===== src/rtl/io_output_serializer_pkg.sv =====
// io_output_serializer_pkg: shared serializer state type and clog2 helper
// Contents:
//   ser_state_t  two-state serializer FSM encoding (IDLE / SHIFT)
//   clog2        ceiling log2, used to size the beat counter
package io_output_serializer_pkg;
   typedef enum logic {IDLE = 1'b0, SHIFT = 1'b1} ser_state_t;
   function automatic int clog2(input int n);
      int r;
      r = 0;
      while ((1 << r) < n) r++;
      return r;
   endfunction
endpackage


===== src/rtl/io_output_serializer_beat_counter.sv =====
// io_output_serializer_beat_counter: modulo-BEATS beat counter with load-to-zero and terminal flag
// Ports:
//   clock     single clock
//   clear     asynchronous active-high reset, count -> 0
//   load      restart at beat 0 (takes priority over inc)
//   inc       advance one beat, wrapping to 0 after BEATS-1
//   count     current beat index
//   terminal  count is on the last beat (BEATS-1)
module io_output_serializer_beat_counter #(
   parameter int BEATS       = 8,
   parameter int COUNT_WIDTH = 3
) (
   input  logic                   clock,
   input  logic                   clear,
   input  logic                   load,
   input  logic                   inc,
   output logic [COUNT_WIDTH-1:0] count,
   output logic                   terminal
);
   assign terminal = count == COUNT_WIDTH'(BEATS - 1);
   always_ff @(posedge clock or posedge clear)
      if (clear) count <= '0;
      else if (load || (inc && terminal)) count <= '0;
      else if (inc) count <= count + 1'b1;
endmodule


===== src/rtl/io_output_serializer.sv =====
// io_output_serializer: word-to-lane serializer feeding the output I/O register bank, LSB lane first
// Ports:
//   clock            single clock
//   clear            asynchronous active-high reset
//   input_valid      upstream word available
//   input_ready      a word can be accepted this cycle (from registers only)
//   input_data       WORD_WIDTH word to serialize
//   io_data_out      current LANE_WIDTH beat, IDLE_VALUE when no word is in flight
//   io_frame_out     high on the first beat of each word
//   io_clock_enable  high while a beat is valid
module io_output_serializer
   import io_output_serializer_pkg::*;
#(
   parameter int                    WORD_WIDTH = 32,
   parameter int                    LANE_WIDTH = 4,
   parameter logic [LANE_WIDTH-1:0] IDLE_VALUE = '0
) (
   input  logic                  clock,
   input  logic                  clear,
   input  logic                  input_valid,
   output logic                  input_ready,
   input  logic [WORD_WIDTH-1:0] input_data,
   output logic [LANE_WIDTH-1:0] io_data_out,
   output logic                  io_frame_out,
   output logic                  io_clock_enable
);
   localparam int BEATS       = WORD_WIDTH / LANE_WIDTH;
   localparam int COUNT_WIDTH = clog2(BEATS);

   if (WORD_WIDTH % LANE_WIDTH != 0 || BEATS < 2) begin : g_bad_params
      $error("io_output_serializer: WORD_WIDTH must be a multiple of LANE_WIDTH with at least 2 beats");
   end

   ser_state_t             state, state_next;
   logic [WORD_WIDTH-1:0]  shift_reg;
   logic [COUNT_WIDTH-1:0] beat_count;
   logic                   terminal, busy, accept;

   assign busy   = state == SHIFT;
   assign accept = input_valid && input_ready;

   io_output_serializer_beat_counter #(.BEATS(BEATS), .COUNT_WIDTH(COUNT_WIDTH)) u_beat_counter (
      .clock    (clock),
      .clear    (clear),
      .load     (accept),
      .inc      (busy),
      .count    (beat_count),
      .terminal (terminal)
   );

   always_ff @(posedge clock or posedge clear)
      if (clear) state <= IDLE;
      else state <= state_next;

   // A handshake on the last beat keeps SHIFT so the next word follows with no gap.
   always_comb state_next = accept ? SHIFT : (busy && terminal) ? IDLE : state;

   always_ff @(posedge clock or posedge clear)
      if (clear) shift_reg <= '0;
      else if (accept) shift_reg <= input_data;
      else if (busy) shift_reg <= shift_reg >> LANE_WIDTH;

   always_comb begin
      input_ready     = !busy || terminal;
      io_data_out     = busy ? shift_reg[LANE_WIDTH-1:0] : IDLE_VALUE;
      io_frame_out    = busy && beat_count == '0;
      io_clock_enable = busy;
   end
endmodule


===== config.mk =====
export PLATFORM = sky130hd
export DESIGN_NAME = io_output_serializer
export DESIGN_NICKNAME = d
export VERILOG_FILES = /design/src/rtl/io_output_serializer_pkg.sv /design/src/rtl/io_output_serializer_beat_counter.sv /design/src/rtl/io_output_serializer.sv
export SDC_FILE = /design/constraint.sdc
export NUM_CORES = 1
export LEC_CHECK = 0
export ABC_AREA = 1
export BUFFER_PORTS_ARGS = -buffer_cell sky130_fd_sc_hd__buf_2
export CORE_MARGIN = 2
export CORE_UTILIZATION = 50
export DETAILED_ROUTE_END_ITERATION = 6
export GPL_ROUTABILITY_DRIVEN = 0
export PLACE_DENSITY = 0.85
export REMOVE_ABC_BUFFERS = 1
export SYNTH_ARGS = -nofsm -noshare
export SYNTH_HDL_FRONTEND = slang
export SYNTH_SLANG_ARGS = --single-unit

===== constraint.sdc =====
create_clock -name clock -period 4.5 [get_ports clock]
set_input_delay 0.675 -clock clock [delete_from_list [all_inputs] [get_ports clock]]
set_output_delay 0.675 -clock clock [all_outputs]
set_load 0.05 [all_outputs]

==> Word level (Yosys, flattened, before mapping) <==
Index checks and enable logic that the tools add are counted.
{ "op_classes": {"eq_ne": 1, "reduce_logical": 10, "n_addsub": 1, "n_mux": 7} }
{ "op_table": {"columns": ["op", "count"], "rows": [
  ["32-bit two-way mux", 2],
  ["3-bit two-way mux", 2],
  ["2-bit nonzero test", 3],
  ["4-bit two-way mux", 1],
  ["3-bit by 1-bit adder with 3-bit output, second input constant", 1],
  ["3-bit == test, second input constant", 1],
  ["1-bit logical AND", 3],
  ["3-bit logical NOT", 1],
  ["1-bit logical OR", 2],
  ["1-bit two-way mux", 2],
  ["1-bit logical NOT", 1]
]} }
{ "totals": {"ff_bits": 36, "output_inout_bits": 7, "elab_cells": 22, "inputBits": 35} }

==> Depth between registers and ports, before layout <==
{ "depth": {"depth_word": 5, "ltp_mapped": 9, "depth_no_buf": 7} }

==> Hierarchy <==
From an unflattened synthesis, not the netlist that was laid out.
{ "hier_totals": {"hier_cells": 269, "area_unflattened_um2": 1920.6} }
{ "by_module_without_submodules": {"columns": ["module", "cells_per_inst", "area_each_um2", "n_inst", "seq_area_each_um2"], "rows": [
  ["io_output_serializer", 251, 1762.9, 1, 825.8],
  ["io_output_serializer_beat_counter", 18, 157.7, 1, 75.1]
]} }

==> Least setup slack after synthesis <==
No wires, ideal clock.
{ "synth_timing": {"kind": "flip-flop to output port", "from": "register state (netlist: io_clock_enable)", "to": "output io_frame_out", "n_path_buf": 1, "t_required_ns": 3.825, "path_slack_ns": 2.205, "path_stages_with_launch": 4, "arrival_ns": 1.620, "path_cell_list": "dfrtp_1 -> buf_2 -> nand2_1 -> nor2_1"} }
{ "synth_via": {"elab_chain_cells": 1} }
{ "synth_lines": {"columns": ["item", "line_no", "rtl"], "rows": [
  ["start: declaration", "io_output_serializer.sv:34", "ser_state_t state, state_next;"],
  ["start signal: assignment", "io_output_serializer.sv:53", "else state <= state_next;"],
  ["1-bit logical AND", "io_output_serializer.sv:66", "io_frame_out = busy && beat_count == '0;"],
  ["end: declaration", "io_output_serializer.sv:24", "output logic io_frame_out,"]
]} }
Every way passes these cells.

==> Worst setup path after layout <==
{ "layout_timing": {"from": "register u_beat_counter.count[0]", "to": "output input_ready"} }
{ "layout_via": {"elab_chain_cells": 2} }
{ "layout_lines": {"columns": ["item", "line_no", "rtl"], "rows": [
  ["start: declaration", "io_output_serializer_beat_counter.sv:17", "output logic [COUNT_WIDTH-1:0] count,"],
  ["start signal: assignment", "io_output_serializer_beat_counter.sv:24", "else if (inc) count <= count + 1'b1;"],
  ["3-bit == test", "io_output_serializer_beat_counter.sv:20", "assign terminal = count == COUNT_WIDTH'(BEATS - 1);"],
  ["1-bit logical OR", "io_output_serializer.sv:64", "input_ready = !busy || terminal;"],
  ["end: declaration", "io_output_serializer.sv:21", "output logic input_ready,"]
]} }
Every way passes these cells.

==> results.py <==
metrics = {
    "outcome": {
        "status": "completed",
    },
    "global_routing": {
        "grt_first_pass_wirelength_um": 6300,
        "globalRouteTotalUtil_pct": 19.5,
        "grt_start_max_net_pins": 60,
        "grt_overflow_total": 0,
        "grt_pass1_vias": 1444,
        "initial_antenna_violation_count": 0,
    },
    "route": {
        "detail_route.first_pass.iterations": 4,
        "drt-wirelength-per-cell_um": 10.7,
        "drt.antenna.violating_nets": 0,
        "drt-initial-drc-count": 130,
        "post_drt_via_cell_ratio": 4.76,
        "routed_wirelength_um": 3650,
        "post-route-drc-count": 0,
        "dr_vias": 1632,
    },
    "finish": {
        "largest_reg_flops": 32,
        "layout-drive-gt1-share_pct": 17.6,
        "nFillCells": 360,
        "finish.net_count": 333,
        "antenna-diode-count": 0,
        "register_area_um2": 901,
        "finish.cell_count_without_fillers": 343,
        "design_area_um2": 2180,
        "area_growth_pct": 15.1,
        "multi_input_comb_area_um2": 771,
    },
    "critical_path": {
        "crit_path_frequent_cell": "ha_1",
        "crit_slowest_cell": "dfrtp_1",
        "crit_path_cell_trace": "ha_1 > ha_1 > inv_1 > nand2_2 > buf_2",
        "arrival_ps": 1900,
        "timing.setup.critical_path_class": "reg2out",
        "critical_path_peak_fanout": 34,
        "timing.critical_path.from_type": "register",
        "cp-end-kind": "output port",
        "critical-path-max-stage-delay_ps": 410,
        "cp.required_ps": 3830,
    },
    "sta": {
        "finalSetupTns_ps": 0,
        "layout_min_cycle_time_ps": 2570,
        "maxSlewViolCount": 0,
        "max_freq_mhz": 389,
        "setup_violations": 0,
        "clock_skew_ps": 6.49,
        "rsz0062_at_grt": "no",
        "layout_worst_path_cycle_share_pct": 57.1,
        "hold_viol": 0,
        "max_slew_margin_pct": 25.8,
        "max_slew.worst_pin.slew_ps": 1110,
    },
    "yosys": {
        "synth.distinct_cells": 14,
        "synth-edff-count": 0,
        "synth_most_common_cell": "nand2_1",
        "synth_top_cell_area_share_pct": 47.6,
        "synth_top_cells_by_area": "dfrtp_1 48%, nand3_1 16%, nand2_1 14%",
        "avgSynthCellArea_um2": 7.23,
        "yosysWarningCount": 0,
        "synth.yosys.seq_area_share_pct": 47.6,
        "yosys_most_used_dff": "dfrtp_1",
        "ys_ff_latch": 36,
        "netlist_area_um2": 1890,
        "asyncSetResetFlopFracSynth_pct": 100,
        "yosys.area.top_type": "dfrtp_1",
        "syn-instance-count": 262,
        "synth_common_cells": "70 x nand2_1, 62 x nand3_1, 38 x inv_1",
    },
    "worst_hold_path": {
        "timing.hold.worst.class": "in2async",
    },
    "cts": {
        "cts_max_level": 2,
        "post_cts_resize_count": 0,
        "clock-root-buffer": "clkbuf_8",
        "post-cts-setup-buffers": 0,
        "numClockSinks": 36,
        "tritoncts_clock_tree": "built",
        "clkSlewWorstSetupHoldPaths_ps": 80,
        "cts-hold-fix-buffers": 0,
        "clk_path_buf_depth": 2,
        "insertion_delay_ps": 290,
        "cts-buffers-inserted": 5,
    },
    "pwr": {
        "max-vdd-ir-drop_mv": 0.264,
        "power_leakage_nw": 1.17,
        "total_power_w": 0.00139,
        "powerDensity_nw_per_um2": 636,
    },
    "place": {
        "placedCellCount": 335,
        "portBuffers": 41,
        "dpl.hpwl_um": 2410,
        "placedInstanceArea_um2": 2090,
    },
    "floorplan": {
        "die_width_um": 65.6,
        "floorplan.initialDensity_pct": 51.7,
        "placement_rows": 22,
        "floorplan.die_area_um2": 4300,
        "fp.dieH_um": 65.6,
        "top_level_ports": 42,
        "core_area_um2": 3660,
    },
    "job": {
        "max_cap_violations": 0,
    },
}
## layout by cell type, fill, tap and decap left out
| cell type | synthesis | final |
|---|---|---|
| buf_2 | 8 | 41 |
| buf_4 | 1 | 1 |
| clkbuf_8 | 0 | 5 |
| clkinv_4 | 0 | 1 |
| clkinvlp_4 | 0 | 2 |
| dfrtp_1 | 36 | 36 |
| ha_1 | 4 | 4 |
| inv_1 | 38 | 38 |
| nand2_1 | 70 | 70 |
| nand2_2 | 1 | 1 |
| nand3_1 | 62 | 62 |
| nor2_1 | 28 | 28 |
| nor2_4 | 0 | 1 |
| o21ai_0 | 5 | 5 |
## power by group
part	total [W]	leakage [nW]	internal (W)	switching (W)
clock	0.000231	0.0404	0.000109	0.000122
sequential	0.000550	0.465	0.000462	0.0000884
combinational	0.000604	0.667	0.000186	0.000418
total	0.00139	1.17	0.000758	0.000628
## through the flow
| step | hold slack (ps) | utilization, % | setup slack (ps) |
|---|---|---|---|
| after floorplan | 449 | - | 2170 |
| after global placement | 464 | 57.0 | 2140 |
| after detailed placement | 466 | 57.0 | 2030 |
| after CTS | 477 | 59.5 | 1930 |
| after global routing | 518 | 59.5 | 1800 |
| final | 471 | 59.5 | 1930 |
## final timing paths
check                                   startpoint       endpoint  slack (ps)  depth (start not counted)
max                        u_beat_counter.count[0]    input_ready        1930                          5
min                                          clear  shift_reg[27]         470                          3
max reg2reg                u_beat_counter.count[0]  shift_reg[17]        2090                          7
min reg2reg                          shift_reg[28]  shift_reg[28]         480                          2
max in group asynchronous                    clear  shift_reg[18]        3710                          3
min in group clock                   shift_reg[28]  shift_reg[28]         480                          2
## cell type report
type,count,share of cell area [%]
multi-input combinational,171,35.4
inverter,38,6.54
tap,48,2.76
sequential,36,41.3
timing repair buffer,42,9.76
clock buffer,5,3.16
clock inverter,3,1.09
## metal layers
metal  track usage (%)  part of all wire (%)  wire [um]  vias to the layer above
met5                 0                     0          0                        -
met4              7.55                   1.5         55                        0
met3              5.48                   6.3        230                        4
met2              32.7                    48       1760                       42
met1              23.9                    44       1610                      716
li1                  -                     -          -                      870
## worst max-delay path, delay by kind of cell, from the launching register on
kind | cells | cell delay (ps)
buf+inv | 2 | 430
simple gates | 1 | 340
fa+ha+maj | 2 | 410
flops | 1 | 410
## logic make-up after synthesis
| family | count (synthesis) | synth area share [%] |
|---|---|---|
| AOI/OAI and AO/OA | 5 | 1.32 |
| adders and majority gates | 4 | 2.64 |
| buffers and inverters | 55 | 12.0 |
| DFF | 36 | 47.6 |
| and+or+nand+nor | 162 | 36.5 |
(Power assumes the default switching activity.)
